### config.mk
export PLATFORM = sky130hd
export DESIGN_NAME = enet_boot_rom_arbiter
export DESIGN_NICKNAME = d
export VERILOG_FILES = /design/src/rtl/enet_boot_rom_arbiter.sv
export SDC_FILE = /design/constraint.sdc
export NUM_CORES = 1
export LEC_CHECK = 0
export ABC_AREA = 1
export BUFFER_PORTS_ARGS = -buffer_cell sky130_fd_sc_hd__buf_2
export CORE_MARGIN = 4
export CORE_UTILIZATION = 52
export CTS_CLUSTER_DIAMETER = 40
export DETAILED_ROUTE_END_ITERATION = 12
export PLACE_DENSITY = 0.84
export SYNTH_ARGS = -nofsm -noshare
export SYNTH_HDL_FRONTEND = slang
export SYNTH_SLANG_ARGS = --single-unit
### constraint.sdc
create_clock -name clk -period 2.5 [get_ports clk]
set_input_delay 0.375 -clock clk [delete_from_list [all_inputs] [get_ports clk]]
set_output_delay 0.375 -clock clk [all_outputs]
set_load 0.02 [all_outputs]
### src/rtl/enet_boot_rom_arbiter.sv
`default_nettype none
// ============================================================================
// Module      : enet_boot_rom_arbiter
// Description : Two-master round-robin burst arbiter for the single-port
//               Ethernet boot ROM (384 x 32, registered address). Issues one
//               ROM address per clock, routes read data back to the burst
//               owner one cycle later and zeroes out-of-range beats.
// Revision    : 1.0 - initial release
// ============================================================================
module enet_boot_rom_arbiter #(
    parameter int ADDR_W    = 9,
    parameter int DEPTH     = 384,
    parameter int BURST_W   = 4,
    parameter int MAX_BURST = 8
) (
    input  logic                clk,
    input  logic                reset_n,
    // master 0: Nios instruction master
    input  logic [ADDR_W-1:0]   m0_address,
    input  logic                m0_read,
    input  logic [BURST_W-1:0]  m0_burstcount,
    output logic                m0_waitrequest,
    output logic [31:0]         m0_readdata,
    output logic                m0_readdatavalid,
    // master 1: boot-loader copy DMA
    input  logic [ADDR_W-1:0]   m1_address,
    input  logic                m1_read,
    input  logic [BURST_W-1:0]  m1_burstcount,
    output logic                m1_waitrequest,
    output logic [31:0]         m1_readdata,
    output logic                m1_readdatavalid,
    // ROM side
    output logic [ADDR_W-1:0]   rom_address,
    input  logic [31:0]         rom_readdata,
    // error reporting
    input  logic                err_clr,
    output logic                err_oor
);

    localparam logic [0:0]         S_IDLE      = 1'b0;
    localparam logic [0:0]         S_BURST     = 1'b1;
    localparam logic [ADDR_W-1:0]  c_LAST_ADDR = ADDR_W'(DEPTH - 1);
    localparam logic [BURST_W-1:0] c_MAX_LEN   = BURST_W'(MAX_BURST);
    localparam logic [BURST_W-1:0] c_ONE       = BURST_W'(1);

    // Next word address; the populated region wraps back to word 0.
    function automatic logic [ADDR_W-1:0] f_inc(input logic [ADDR_W-1:0] a);
        return (a == c_LAST_ADDR) ? '0 : a + ADDR_W'(1);
    endfunction

    // Effective burst length: 0 means one beat, oversize clamps to the max.
    function automatic logic [BURST_W-1:0] f_len(input logic [BURST_W-1:0] b);
        if (b == '0)
            return c_ONE;
        else if (b > c_MAX_LEN)
            return c_MAX_LEN;
        else
            return b;
    endfunction

    logic [0:0]         state_q, state_d;
    logic               last_grant_q, last_grant_d;
    logic               owner_q, owner_d;
    logic [BURST_W-1:0] beats_left_q, beats_left_d;
    logic [ADDR_W-1:0]  next_addr_q, next_addr_d;
    logic [ADDR_W-1:0]  rom_addr_q, rom_addr_d;
    logic               issue_valid_q, issue_owner_q, issue_oor_q;
    logic [31:0]        rd0_q, rd0_d, rd1_q, rd1_d;
    logic               err_q, err_d;

    logic               w_grant0, w_grant1;
    logic               w_issue, w_issue_owner, w_issue_oor;
    logic [ADDR_W-1:0]  w_issue_addr;
    logic [BURST_W-1:0] w_grant_len;
    logic               w_ret0, w_ret1, w_oor_ret;
    logic [31:0]        w_ret_data;

    // State register; reset abandons any burst in flight.
    always_ff @(posedge clk or negedge reset_n) begin
        if (!reset_n)
            state_q <= S_IDLE;
        else
            state_q <= state_d;
    end

    // Next state: a multi-beat grant enters BURST, the final beat leaves it.
    always_comb begin
        state_d = state_q;
        case (state_q)
            S_IDLE:  if ((w_grant0 || w_grant1) && (w_grant_len > c_ONE)) state_d = S_BURST;
            S_BURST: if (beats_left_q == c_ONE) state_d = S_IDLE;
            default: state_d = S_IDLE;
        endcase
    end

    // Outputs: round-robin grant in IDLE, sequential beat issue in BURST.
    always_comb begin
        w_grant0      = 1'b0;
        w_grant1      = 1'b0;
        w_issue       = 1'b0;
        w_issue_owner = 1'b0;
        w_issue_addr  = next_addr_q;
        case (state_q)
            S_IDLE: begin
                // last_grant_q == 1 means master 1 went last, so master 0 wins a tie
                w_grant0      = m0_read & (~m1_read | last_grant_q);
                w_grant1      = m1_read & (~m0_read | ~last_grant_q);
                w_issue       = w_grant0 | w_grant1;
                w_issue_owner = w_grant1;
                w_issue_addr  = w_grant1 ? m1_address : m0_address;
            end
            S_BURST: begin
                w_issue       = 1'b1;
                w_issue_owner = owner_q;
                w_issue_addr  = next_addr_q;
            end
            default: ;
        endcase
    end

    assign w_grant_len    = f_len(w_grant1 ? m1_burstcount : m0_burstcount);
    assign w_issue_oor    = (32'(w_issue_addr) >= 32'(DEPTH));
    assign m0_waitrequest = ~w_grant0;
    assign m1_waitrequest = ~w_grant1;
    // ROM address holds its last value when nothing is issued
    assign rom_address    = w_issue ? w_issue_addr : rom_addr_q;

    // Return path: the beat issued last cycle is delivered to its owner now.
    assign w_ret0     = issue_valid_q & ~issue_owner_q;
    assign w_ret1     = issue_valid_q &  issue_owner_q;
    assign w_oor_ret  = issue_valid_q &  issue_oor_q;
    assign w_ret_data = issue_oor_q ? 32'd0 : rom_readdata;

    assign m0_readdatavalid = w_ret0;
    assign m1_readdatavalid = w_ret1;
    assign m0_readdata      = w_ret0 ? w_ret_data : rd0_q;
    assign m1_readdata      = w_ret1 ? w_ret_data : rd1_q;
    // Flag is visible in the return cycle itself; a set beats a same-cycle clear
    assign err_oor          = err_q | w_oor_ret;

    // Datapath next-state: burst bookkeeping, held read data and sticky error.
    always_comb begin
        last_grant_d = last_grant_q;
        owner_d      = owner_q;
        beats_left_d = beats_left_q;
        next_addr_d  = next_addr_q;
        if (state_q == S_IDLE) begin
            if (w_grant0 || w_grant1) begin
                last_grant_d = w_grant1;
                owner_d      = w_grant1;
                beats_left_d = w_grant_len - c_ONE;
                next_addr_d  = f_inc(w_issue_addr);
            end
        end else begin
            beats_left_d = beats_left_q - c_ONE;
            next_addr_d  = f_inc(next_addr_q);
        end
        rom_addr_d = w_issue ? w_issue_addr : rom_addr_q;
        rd0_d      = w_ret0 ? w_ret_data : rd0_q;
        rd1_d      = w_ret1 ? w_ret_data : rd1_q;
        err_d      = w_oor_ret | (err_q & ~err_clr);
    end

    // Datapath registers; reset drops a pending return beat.
    always_ff @(posedge clk or negedge reset_n) begin
        if (!reset_n) begin
            last_grant_q  <= 1'b1;
            owner_q       <= 1'b0;
            beats_left_q  <= '0;
            next_addr_q   <= '0;
            rom_addr_q    <= '0;
            issue_valid_q <= 1'b0;
            issue_owner_q <= 1'b0;
            issue_oor_q   <= 1'b0;
            rd0_q         <= '0;
            rd1_q         <= '0;
            err_q         <= 1'b0;
        end else begin
            last_grant_q  <= last_grant_d;
            owner_q       <= owner_d;
            beats_left_q  <= beats_left_d;
            next_addr_q   <= next_addr_d;
            rom_addr_q    <= rom_addr_d;
            issue_valid_q <= w_issue;
            issue_owner_q <= w_issue_owner;
            issue_oor_q   <= w_issue_oor;
            rd0_q         <= rd0_d;
            rd1_q         <= rd1_d;
            err_q         <= err_d;
        end
    end

endmodule
`default_nettype wire

Word-level counts from Yosys, hierarchy flattened
Cells that the tools add are included.

operators by class
  reduce and logical (&&, ||, !) cells = 5
  multiplexer cells = 22
  eq/ne operators = 3
  bitwise logic cells = 19
  magnitude comparators = 3
  add/sub/neg operators = 4

operators by type and width
  cell                                                       number
  2-to-1 mux 32 bit                                          3
  2-to-1 mux 9 bit                                           6
  2-to-1 mux 4 bit                                           5
  adder 9 x 1 -> 9 bit (second input constant)               2
  equality test 9 bit (second input constant)                2
  one-hot mux 9 bit (2 select lines)                         1
  greater-or-equal comparator 9 bit (second input constant)  1
  NOT 1 bit                                                  8
  subtractor 4 x 1 -> 4 bit (second input constant)          2
  bitwise AND 1 bit                                          6
  one-hot mux 1 bit (2 select lines)                         3
  OR 1 bit                                                   5
  equality test 4 x 1 -> 1 bit (second input constant)       1
  > comparator 4 x 1 -> 1 bit (second input constant)        1
  > comparator 4 bit (second input constant)                 1
  logical NOT 4 bit                                          1
  2-to-1 mux 1 bit                                           4
  AND reduction 2 bit                                        1
  nonzero test 2 bit                                         1
  logical AND 1 bit                                          1
  logical OR 1 bit                                           1

word-level totals
  output and inout port bits = 78
  logic and storage cells = 68
  input bits = 63
  register bits = 93

Logic depth before layout (Yosys ltp)
Gate-level depths: netlist of run 1.

  depth after elaboration = 12
  mapped depth = 14
  gate-level depth less buffers = 14

Worst setup path after synthesis of run 1
OpenSTA, ideal clock, no wires.

  path type = flip-flop to output port
  start = register last_grant_q
  end = output rom_address[2]
  path slack = 449 ps
  cell stages (with the launch flop) = 9
  data required time = 2125 ps
  path buffers = 2
  arrival time = 1676 ps
  cell sequence = dfstp_2 nand2_4 nand2_2 buf_6 nand2_1 nor2_4 inv_2 buf_2 a31oi_1

between the ends
  longest elaborated chain between the ends = 6

RTL lines
  what                                    line  RTL
  start: declaration                      62    logic last_grant_q, last_grant_d;
  start signal: assignment                179   last_grant_q <= last_grant_d;
  NOT 1 bit                               107   w_grant1 = m1_read & (~m0_read | ~last_grant_q);
  OR 1 bit                                107
  bitwise AND 1 bit                       107
  OR 1 bit (*)                            108   w_issue = w_grant0 | w_grant1;
  one-hot mux 1 bit (2 select lines) (*)  103   case (state_q)
  named net w_issue                       72    logic w_issue, w_issue_owner, w_issue_oor;
  2-to-1 mux 9 bit (*)                    -
  end: declaration                        33    output logic [ADDR_W-1:0] rom_address,

The timed path passes the listed nets; every way through them passes the cells marked *.

Worst setup path in the final report of run 1
  start = register last_grant_q
  end = output rom_address[2]

between the ends
  longest elaborated chain between the ends = 6

RTL lines
  what                                                                                      line
  NOT 1 bit                                                                                 107
  OR 1 bit                                                                                  107
  bitwise AND 1 bit                                                                         107
  2-to-1 mux 9 bit or OR 1 bit (tied branches)                                              110, 108
  one-hot mux 9 bit (2 select lines) or one-hot mux 1 bit (2 select lines) (tied branches)  103
  2-to-1 mux 9 bit (*)                                                                      -

Mark *: on every way between the ends. The rest lies on a longest branch, timed or not.

==> metrics.cfg, run 1 <==
[power_and_ir_drop]
comb_power_share_pct=57.9
p_int_w=0.004378
pwr_density_cell_nw_per_um2=1440
pwr-share-clk_pct=12.0
p_leak_nw=3.287
power.sequential.fraction_pct=30.2
power.switching_w=0.004010
irDropWorstVdd_uv=848.6
fin_total_pwr_w=0.008388
p_sw_share_pct=47.80

[run_status]
status=finished clean

[clock_network]
clk_pin_slew_worst_paths_ns=0.09
clockBufferDepth=2
h-tree-depth=3
ctsRootBufferMaster=clkbuf_8
cts_sinks=93
numCtsBuffers=9
clkLatencyLatePin_ns=0.36
cts_tree=done

[global_route]
grt_pass1_vias=3914
grt_pass1_wl_mm=18.02
grt_use_total_pct=21.60
grt_antenna_before_repair=0
grt-ovfl-total=0
grt_max_degree=51

[sta]
fin_skew_ns=0.009597
fin_crit_sh_pct=95.82
slew_headroom_pct=62.71
tightestPinTransition_ns=0.5593
setup-violations-final=0
finalCriticalPeriod_ns=2.396
fmax_ghz=0.4174
slew_viol_final=0
worst_slack_ns=0.1044
finalHoldViolCount=0

[route]
drt_iter0_markers=214
routedWlPerCell_um=14.08
routed_via_density=4.996
routed_wl_mm=11.54
firstDrtPassIters=4
vias=4097
drtAntennaViolNets=0
drc=0

[floorplanning]
die_x_um=103.0
pin_count=141
rows=34
die_area_um2=10600
chipHeight_um=103.0
start_util_pct=53.50
core_area_um2=8763

[synth]
syn_nets=629
synth-compound-area-share_pct=5.711
synth_simple_gate_area_share_pct=24.74
synth.mux.area_fraction_pct=7.900
yosysSeqAreaShare_pct=49.67
syn_area_um2=4688
synthAdderAreaFrac_pct=1.868
synth_top_family_by_area=simple AND/OR/NAND/NOR gates
yosys_warnings=0
postSynthCellCount=559
ys_seq_elements=93
yosysUniqueCellTypes=37
synth-xor-area-share_pct=1.495
syn-mean-instance-area_um2=8.387

[placement]
hpwl_mm=8.321
place_congestion=0.8653
portBuffers=140
place_area_um2=5510
placedCellCount=794
pre_cts_ws_ns=0.3297

[setup_path]
critPathMaxFanout=16
crit_chain=nand2_4 -> nand2_8 -> nand2_1 -> nor2_4 -> inv_4 -> a31oi_2 -> buf_2
critPathBufInv=2
end_kind=output pin
crit_path_start_kind=flip-flop
crit_slowest_cell=dfstp_2
required_ns=2.12
crit_type=reg2out
cpPeakStageDelay_ns=0.59
critPathTopFamily=flip-flops
cp.arrival_ns=2.02

[layout]
fillers=713
nNetsFinal=778
drive_gt1_share_pct=33.01
syn_to_final_growth_pct=24.21
final_cells=820
diodes=0
fin_area_um2=5823

[hold_path]
hp-class=in2reg

[flow_run]
maxCapViolCount=0

## cells by family (layout without fill, tap and decap cells)
family                   count (synthesis)  in the layout
buffers and inverters                  101            253
XOR/XNOR                                 8              8
adder cells (fa/ha/maj)                  7              7
flip-flops                              93             93
multiplexers                            33             33
AND/OR/NAND/NOR                        269            270
AO/OA/AOI/OAI                           48             48
## worst register-to-register path: stages (launching register included)
cell	delay (ns)
dfstp_2	0.59
buf_4	0.12
nand2_2	0.07
nand3_1	0.29
nor2_1	0.10
nor2_1	0.16
nand2_1	0.08
a21oi_2	0.18
inv_1	0.06
ha_1	0.19
o21ai_0	0.17
a21oi_1	0.06
o22ai_1	0.11
## metrics by stage
| step | setup TNS [ns] | hold slack (ns) | utilization, % |
|---|---|---|---|
| 6_report | 0 | 0.2023 | 66.45 |
| 5_1_grt | -0.03732 | 0.1855 | 66.45 |
| 4_1_cts | 0 | 0.1908 | 65.29 |
| 3_5_place_dp | 0 | 0.3952 | 62.88 |
| 3_3_place_gp | 0 | 0.3991 | 62.88 |
| 2_1_floorplan | 0 | 0.07941 | - |
## sequential cells by signal, indices dropped and copies added, names as in the netlist
| name | flops |
|---|---|
| next_addr_q | 9 |
| rd0_q | 32 |
| state_q | 1 |
| rd1_q | 32 |
| rom_addr_q | 9 |
| err_q | 1 |
| issue_valid_q | 1 |
| owner_q | 1 |
| issue_oor_q | 1 |
| last_grant_q | 1 |
| issue_owner_q | 1 |
| beats_left_q | 4 |
## cell usage in the layout, fill, tap and decap left out, types with 3 or more instances in the layout
cell	n
clkinvlp_4	3
nand2_2	8
buf_4	18
mux2_2	32
buf_2	139
nand3_1	26
clkbuf_8	9
nand2_4	3
a21oi_1	8
ha_1	7
inv_1	76
nor3_1	3
nand3_2	3
nand2_1	162
dfrtp_1	92
nor2_4	4
xor2_1	7
o22ai_1	3
o21ai_0	17
a22oi_1	3
nor2_1	53
o21ai_1	10
## cell usage after synthesis
cell type	n	share of area, %
buf_6	1	0.24
o21bai_1	1	0.16
nand3_2	3	0.64
or2_0	1	0.13
dfstp_2	1	0.56
buf_2	11	1.2
mux2_2	32	7.7
a22oi_1	3	0.48
buf_4	1	0.16
o22ai_1	3	0.40
nor2_4	3	0.72
a21oi_2	2	0.37
nor2_2	1	0.13
o21ai_0	17	1.8
a31oi_1	3	0.40
o21ai_1	10	1.1
o211ai_1	1	0.16
nand3_4	1	0.37
nand3_1	26	2.8
nand4_1	2	0.27
nand2_2	8	1.1
nand2_1	162	13
xnor2_1	1	0.19
nor3_1	3	0.32
a21oi_1	8	0.85
mux2i_1	1	0.21
xor2_1	7	1.3
nor2_1	54	4.3
buf_1	3	0.24
nand2_4	3	0.72
clkbuf_1	7	0.56
inv_1	76	6.1
nand3b_1	1	0.16
dfrtp_1	92	49
or2_2	1	0.13
inv_2	2	0.16
ha_1	7	1.9
## final cells by class
class / count / area [um2] / area share [%]
inverter: 78 / 295.3 / 5.071
timing repair buffer: 160 / 872.1 / 14.98
multi-input combinational: 366 / 1996 / 34.27
clock inverter: 6 / 72.57 / 1.246
tap: 108 / 135.1 / 2.321
sequential: 93 / 2328 / 39.99
clock buffer: 9 / 123.9 / 2.127
## worst paths after layout
kind	from	end	slack [ns]	cells past startpoint
setup / recovery	last_grant_q	rom_address[2]	0.10	7
hold / removal	err_clr	err_q	0.20	2
setup reg to reg	last_grant_q	beats_left_q[2]	0.24	12
hold reg to reg	rd1_q[31]	rd1_q[31]	0.48	2
max in group asynchronous	reset_n	last_grant_q	1.21	3
min in group asynchronous	reset_n	rd1_q[26]	0.55	2
## power groups by stage
stage          logic (W)  clock network (W)  registers (W)
2_1_floorplan    0.00334                  0        0.00245
3_3_place_gp     0.00468                  0        0.00250
3_5_place_dp     0.00477                  0        0.00255
4_1_cts          0.00479            0.00104        0.00252
5_1_grt          0.00532            0.00111        0.00259
6_report         0.00485            0.00101        0.00253
## metal layers
layer,up-vias,part of all wire (%),track usage [%]
li1,2029,-,-
met1,1887,42,27.63
met2,168,48,36.01
met3,13,9.2,5.413
met4,0,1.2,6.972
met5,-,0,0
## timing repair
action                     CTS  global route
hold endpoints to repair     4             0
gates resized for setup      1             7
setup endpoints to repair    2             9
pin swaps                    0             3
cloned                       0             2
hold buffers                 1             0
setup buffers                0             8
Power figures use the tool's default switching activity.
==> run 2, diff against run 1 <==
--- a/config.mk
+++ b/config.mk
@@ -7,11 +7,13 @@
 export LEC_CHECK = 0
 export ABC_AREA = 1
 export BUFFER_PORTS_ARGS = -buffer_cell sky130_fd_sc_hd__buf_2
+export CORE_ASPECT_RATIO = 1.4
 export CORE_MARGIN = 4
 export CORE_UTILIZATION = 52
 export CTS_CLUSTER_DIAMETER = 40
 export DETAILED_ROUTE_END_ITERATION = 12
 export PLACE_DENSITY = 0.84
+export SLEW_MARGIN = 25
 export SYNTH_ARGS = -nofsm -noshare
 export SYNTH_HDL_FRONTEND = slang
 export SYNTH_SLANG_ARGS = --single-unit
==> run 2 against run 1 <==
Effect of this change: register-to-register slack gained 0.10 ns; clock-buffer cell count rose by 2; first-iteration DRC count shrank 30%; power is 3.5% higher; setup slack gained 0.0060 ns; utilization is 0.52 points higher; sequential cell count did not move; clock power grew 33%; final cell count shrank 1.7%; critical path type unchanged; critical endpoint is now rom_address[3].
==> metrics.cfg, run 2 (synthesis gave the netlist of run 1 again) <==
[clock_network]
clkLatencyLatePin_ns=0.33  ; was 0.36 ns
ctsRootBufferMaster=clkbuf_16  ; was clkbuf_8
cts_sinks=93  ; unchanged
clockBufferDepth=2  ; unchanged
cts_tree=done  ; unchanged
h-tree-depth=3  ; unchanged
post_cts_buffers=0  ; unchanged
clk_pin_slew_worst_paths_ns=0.06  ; was 0.09 ns
numCtsBuffers=9  ; unchanged

[power_and_ir_drop]
power.switching_w=0.003993  ; was 0.004010 W
irDropWorstVdd_uv=935.7  ; was 848.6 uV
p_sw_share_pct=45.99  ; was 47.80%
pwr-share-clk_pct=15.4  ; was 12.0%
p_int_w=0.004689  ; was 0.004378 W
power.sequential.fraction_pct=29.0  ; was 30.2%
pwr_density_cell_nw_per_um2=1489  ; was 1440 nW/um2
comb_power_share_pct=55.6  ; was 57.9%
p_leak_nw=3.299  ; was 3.287 nW

[floorplanning]
pin_count=141  ; unchanged
die_x_um=88.25  ; was 103.0 um
core_area_um2=8708  ; was 8763 um2
rows=40  ; was 34
chipHeight_um=120.3  ; was 103.0 um
die_area_um2=10620  ; was 10600 um2
start_util_pct=53.84  ; was 53.50%

[route]
drt_iter0_markers=150  ; was 214
drc=0  ; unchanged
drtAntennaViolNets=0  ; unchanged
firstDrtPassIters=4  ; unchanged
routed_via_density=5.041  ; was 4.996
routedWlPerCell_um=13.98  ; was 14.08 um
routed_wl_mm=11.27  ; was 11.54 mm
vias=4063  ; was 4097

[sta]
slew_headroom_pct=63.96  ; was 62.71%
fin_crit_sh_pct=95.58  ; was 95.82%
finalCriticalPeriod_ns=2.390  ; was 2.396 ns
slew_viol_final=0  ; unchanged
worst_slack_ns=0.1104  ; was 0.1044 ns
setup-violations-final=0  ; unchanged
fmax_ghz=0.4185  ; was 0.4174 GHz
rsz0062_at_grt=true
finalHoldViolCount=0  ; unchanged
fin_skew_ns=0.005559  ; was 0.009597 ns
tightestPinTransition_ns=0.5406  ; was 0.5593 ns

[flow_run]
maxCapViolCount=0  ; unchanged

[setup_path]
end_kind=output pin  ; unchanged
cp.arrival_ns=2.01  ; was 2.02 ns
critPathMaxFanout=21  ; was 16
r2r_cells=11  ; was 12
crit_path_start_kind=flip-flop  ; unchanged
required_ns=2.12  ; about the same
crit_type=reg2out  ; unchanged

[layout]
nNetsFinal=767  ; was 778
drive_gt1_share_pct=31.67  ; was 33.01%
final_cell_mix=nand2_1 (162), buf_2 (139), dfrtp_1 (92), inv_1 (76), nor2_1 (53)  ; unchanged
fin_area_um2=5832  ; was 5823 um2
reg_top3=rd0_q x32, rd1_q x32  ; unchanged
diodes=0  ; unchanged
fillers=718  ; was 713
syn_to_final_growth_pct=24.39  ; was 24.21%
final_common_cell=nand2_1  ; unchanged

[placement]
place_congestion=0.9093  ; was 0.8653
hpwl_mm=8.489  ; was 8.321 mm
portBuffers=140  ; unchanged
pre_cts_ws_ns=0.3480  ; was 0.3297 ns
place_area_um2=5532  ; was 5510 um2

[global_route]
grt-ovfl-total=0  ; unchanged
grt_max_degree=39  ; was 51
grt_use_total_pct=21.69  ; was 21.60%
grt_pass1_wl_mm=18.26  ; was 18.02 mm
grt_antenna_before_repair=0  ; unchanged
grt_pass1_vias=3906  ; was 3914

[hold_path]
hp-class=in2async  ; was in2reg

[run_status]
status=finished clean  ; unchanged

-- run 2: cell count changes in the layout (fill, tap and decap cells not counted), moves of 2 or more --
cell	delta
clkinv_2	+2
clkbuf_16	+9
clkinvlp_4	-3
buf_12	+2
clkbuf_8	-8
a31oi_2	-2
a31oi_1	+2
buf_4	-11
-- run 2: worst max-delay path, cell delays in order (launching register included) --
cell and delay [ns]:
dfstp_2 0.56, nand2_4 0.10, nand2_4 0.15, nand2_1 0.13
nor2_4 0.13, buf_6 0.20, nand2_1 0.07, o21ai_0 0.11
buf_2 0.22
-- run 2: layout make-up --
| type | instances | area [um2] | share of cell area, % |
|---|---|---|---|
| Timing Repair Buffer | 150 | 819.5 | 14.05 |
| Multi-Input combinational cell | 365 | 1968 | 33.75 |
| Sequential cell | 93 | 2328 | 39.93 |
| Inverter | 78 | 292.8 | 5.020 |
| Clock inverter | 4 | 48.80 | 0.8367 |
| Clock buffer | 11 | 242.7 | 4.162 |
| Tap cell | 105 | 131.4 | 2.253 |
-- run 2: power by group through the flow --
stage	clock network [W]	logic [W]	registers (W)
after global placement	0	0.00473	0.00250
after floorplan	0	0.00334	0.00245
after CTS	0.00137	0.00486	0.00252
after global routing	0.00144	0.00527	0.00259
final	0.00134	0.00482	0.00252
after detailed placement	0	0.00483	0.00254
-- run 2: final timing paths --
| kind | start | to | slack [ns] |
|---|---|---|---|
| min in group clk | err_clr | err_q | 0.25 |
| max in group asynchronous | reset_n | rd0_q[29] | 1.82 |
| worst max register to register | last_grant_q | beats_left_q[2] | 0.34 |
| worst min-delay path | reset_n | rd1_q[14] | 0.008 |
| worst min register to register | rd1_q[16] | rd1_q[16] | 0.47 |
| worst max-delay path | last_grant_q | rom_address[3] | 0.11 |
-- run 2: what timing repair did --
action | 4_1_cts | 5_1_grt
pin swaps | 0 | 0
endpoints found under the hold margin | 0 | 0
hold buffers | 0 | 0
resized for setup | 1 | 1
setup endpoints to repair | 5 | 6
-- run 2: through the flow --
stage	power (W)	std cells	setup TNS (ns)	hold slack [ns]	utilization, %
floorplan	0.005790	559	0	0.07941	-
global placement	0.007233	791	0	0.3791	63.52
detailed placement	0.007370	791	0	0.3835	63.52
CTS	0.008749	806	0	0.01767	66.93
global route	0.009301	806	-0.007669	0.03402	66.97
finish	0.008682	806	0	0.007812	66.97
-- run 2: routing by layer --
metal	track usage (%)	wire length, um	vias up
li1	-	-	2010
met1	26.40	4592	1871
met2	37.03	5653	163
met3	4.840	830	19
met4	7.940	191	0
met5	0	0	-
==> run 3, diff against run 2 <==
--- a/config.mk
+++ b/config.mk
@@ -5,14 +5,15 @@
 export SDC_FILE = /design/constraint.sdc
 export NUM_CORES = 1
 export LEC_CHECK = 0
-export ABC_AREA = 1
+export ABC_AREA = 0
 export BUFFER_PORTS_ARGS = -buffer_cell sky130_fd_sc_hd__buf_2
+export CAP_MARGIN = 20
 export CORE_ASPECT_RATIO = 1.4
 export CORE_MARGIN = 4
-export CORE_UTILIZATION = 52
+export CORE_UTILIZATION = 51
 export CTS_CLUSTER_DIAMETER = 40
 export DETAILED_ROUTE_END_ITERATION = 12
-export PLACE_DENSITY = 0.84
+export PLACE_DENSITY = 0.83
 export SLEW_MARGIN = 25
 export SYNTH_ARGS = -nofsm -noshare
 export SYNTH_HDL_FRONTEND = slang
==> run 3 against run 2 <==
Effect of this change: utilization shrank 0.66 points; synthesized area shrank 4.2%; global-route usage shrank 0.23 points; sequential cell count is the same; cell area shrank 2.1%; non-clock buffer count grew 6.
==> metrics.cfg, run 3 <==
[synth]
yosysSeqAreaShare_pct=51.82  ; was 49.67%
synth.most_common_cell=nand2_1  ; unchanged
yosysUniqueCellTypes=50  ; was 37
synthArstFlopShare_pct=100.0  ; unchanged
synth_largest_area_cell=dfrtp_1  ; unchanged
syn_nets=554  ; was 629
synth_commonest_cells=nand2_1 (102), dfrtp_1 (92), o21ai_0 (79), nand2b_1 (42), nor2_1 (23)  ; was nand2_1 (162), dfrtp_1 (92), inv_1 (76), nor2_1 (54), mux2_2 (32)
postSynthCellCount=484  ; was 559
synth_top_cell_area_share_pct=51.24  ; was 49.11%
syn-mean-instance-area_um2=9.283  ; was 8.387 um2
yosys_warnings=0  ; unchanged
synth_edf_count=0  ; unchanged
synth-main-ff-cell=dfrtp_1  ; unchanged
yosys-top-cells-area=dfrtp_1 (51%), o21ai_0 (8.8%), nand2_1 (8.5%), nand2b_1 (5.8%), ha_1 (1.9%)  ; was dfrtp_1 (49%), nand2_1 (13%), mux2_2 (7.7%), inv_1 (6.1%), nor2_1 (4.3%)
syn_area_um2=4493  ; was 4688 um2
ys_seq_elements=93  ; unchanged

[placement]
place_congestion=0.8907  ; was 0.9093
portBuffers=140  ; unchanged
hpwl_mm=8.280  ; was 8.489 mm

[global_route]
grt_use_total_pct=21.46  ; was 21.69%
grt_antenna_before_repair=1  ; was 0
grt_max_degree=77  ; was 39
grt_pass1_vias=3885  ; was 3906
grtUsageMet1_pct=25.32  ; was 26.40%
gr-usage-met3_pct=6.090  ; was 4.840%
grt_use_met2_pct=36.23  ; was 37.03%
grt_pass1_wl_mm=18.02  ; was 18.26 mm
grt-ovfl-total=0  ; unchanged
gr-max-usage-layer=met2  ; unchanged

[clock_network]
ctsRootBufferMaster=clkbuf_16  ; unchanged
h-tree-depth=3  ; unchanged
numCtsBuffers=9  ; unchanged
clockBufferDepth=2  ; unchanged
cts_tree=done  ; unchanged
clkLatencyLatePin_ns=0.33  ; about the same
cts_sinks=93  ; unchanged
post_cts_buffers=0  ; unchanged
clk_pin_slew_worst_paths_ns=0.06  ; about the same

[setup_path]
end_kind=output pin  ; unchanged
crit_path_start_kind=flip-flop  ; unchanged
required_ns=2.12  ; about the same
r2r_cells=9  ; was 11
cp.arrival_ns=2.05  ; was 2.01 ns
crit_slowest_cell=dfstp_2  ; unchanged
critPathMaxFanout=11  ; was 21
crit_type=reg2out  ; unchanged
crit_chain=a21boi_4 -> buf_4 -> mux2i_1 -> o21ai_1 -> mux2_2 -> buf_2  ; was nand2_4 -> nand2_4 -> nand2_1 -> nor2_4 -> buf_6 -> nand2_1 -> o21ai_0 -> buf_2
cpPeakStageDelay_ns=0.39  ; was 0.56 ns

[sta]
rsz0062_at_grt=true  ; unchanged
final.setup.tns_ns=0  ; unchanged
fin_crit_sh_pct=97.05  ; was 95.58%
setup-violations-final=0  ; unchanged
slew_viol_final=0  ; unchanged
finalCriticalPeriod_ns=2.426  ; was 2.390 ns
fmax_ghz=0.4122  ; was 0.4185 GHz
tightestPinTransition_ns=0.8923  ; was 0.5406 ns
slew_headroom_pct=40.51  ; was 63.96%
fin_skew_ns=0.007385  ; was 0.005559 ns
finalHoldViolCount=0  ; unchanged

[layout]
drive_gt1_share_pct=30.52  ; was 31.67%
final_common_cell=buf_2  ; was nand2_1
reg_top3=rd0_q x32, rd1_q x32  ; unchanged
syn_to_final_growth_pct=27.04  ; was 24.39%
fillers=720  ; was 718
final_cell_mix=buf_2 (139), nand2_1 (101), dfrtp_1 (91), o21ai_0 (76), nand2b_1 (41)  ; was nand2_1 (162), buf_2 (139), dfrtp_1 (92), inv_1 (76), nor2_1 (53)
nNetsFinal=695  ; was 767
diodes=0  ; unchanged

[floorplanning]
die_x_um=87.33  ; was 88.25 um
die_area_um2=10400  ; was 10620 um2
start_util_pct=52.19  ; was 53.84%
pin_count=141  ; unchanged
core_area_um2=8608  ; was 8708 um2
chipHeight_um=119.1  ; was 120.3 um
rows=40  ; unchanged

[route]
drtAntennaViolNets=0  ; unchanged
vias=3924  ; was 4063
routed_wl_mm=11.01  ; was 11.27 mm
routed_via_density=5.346  ; was 5.041
drt_iter0_markers=171  ; was 150
drc=0  ; unchanged
firstDrtPassIters=4  ; unchanged
routedWlPerCell_um=15.00  ; was 13.98 um

[flow_run]
maxCapViolCount=0  ; unchanged

[power_and_ir_drop]
pwr_density_cell_nw_per_um2=1465  ; was 1489 nW/um2
p_leak_nw=2.782  ; was 3.299 nW
irDropWorstVdd_uv=946.9  ; was 935.7 uV
fin_total_pwr_w=0.008364  ; was 0.008682 W

[hold_path]
hp-class=in2reg  ; was in2async
holdPathStages=2

[run_status]
status=finished clean  ; unchanged

==> run 3: cell types whose count changed in the layout (fill, tap and decap cells not counted), moves of 5 or more <==
cell | before | now
inv_1 | 76 | 11
buf_4 | 7 | 14
o21ai_0 | 17 | 76
a21oi_1 | 8 | 13
nand2_1 | 162 | 101
mux2i_1 | 1 | 7
nand2b_1 | 0 | 41
nor2_1 | 53 | 22
nand3_1 | 26 | 4
mux2_2 | 32 | 4
nand2_2 | 7 | 1
nor3b_1 | 0 | 5
==> run 3: path summary, 6_finish.rpt <==
path / startpoint / endpoint / slack (ns)
max in group asynchronous: reset_n / last_grant_q / 1.36
hold / removal: err_clr / err_q / 0.24
setup reg to reg: last_grant_q / next_addr_q[2] / 0.20
min in group asynchronous: reset_n / rd1_q[26] / 0.46
hold reg to reg: rom_addr_q[5] / rom_addr_q[5] / 0.47
setup / recovery: last_grant_q / rom_address[4] / 0.07
==> run 3: cells by family after synthesis <==
group	Yosys count	synth area share (%)
compound gates	123	16.21
xor+xnor	12	2.339
fa+ha+maj	7	1.949
mux	13	3.091
simple gates	197	20.97
flops	93	51.82
buf+inv	39	3.620
==> run 3: repair_timing <==
item                                    4_1_cts  5_1_grt
gates resized for setup                       0        7
endpoints found under the setup margin        0        9
hold buffers                                  1        0
endpoints found under the hold margin        17        0
==> run 3: metal layers <==
layer  part of all wire, %  up-vias
li1                      -     1917
met1                    40     1849
met2                    51      133
met3                   7.6       23
met4                   2.2        2
met5                 0.064        -
==> run 3: report_power, final <==
group	leakage (nW)	internal, W	switching [W]
registers	1.14	0.00223	0.000388
logic	1.49	0.00144	0.00281
clock network	0.156	0.000972	0.000515
total	2.78	0.00465	0.00372
==> run 3: metrics by stage <==
| stage | setup WS, ns | cell area (um2) | hold slack [ns] | std cells | utilization [%] |
|---|---|---|---|---|---|
| floorplan | 0.2423 | 4493 | 0.07941 | 484 | - |
| global placement | 0.1553 | 5356 | 0.2545 | 718 | 62.22 |
| detailed placement | 0.05450 | 5356 | 0.2615 | 718 | 62.22 |
| CTS | 0.01005 | 5697 | 0.2288 | 734 | 66.18 |
| global route | -0.006464 | 5708 | 0.2674 | 734 | 66.31 |
| finish | 0.07373 | 5708 | 0.2380 | 734 | 66.31 |
==> run 3: layout make-up <==
cell class              instances  area (um2)  area share, %
flip-flops and latches         93        2330          40.82
multi-input cells             352        2017          35.34
repair buffers                156       850.8          14.91
clock buffers                  11       232.7          4.077
well taps                     105       131.4          2.302
clock inverters                 4       97.59          1.710
inverters                      13       48.80         0.8549
==> run 3: critical path, delay by kind of cell, from the launching register on <==
kind                   cells  cell delay (ns)
multiplexers               2             0.58
AO/OA/AOI/OAI              2             0.35
flip-flops                 1             0.39
buffers and inverters      2             0.40
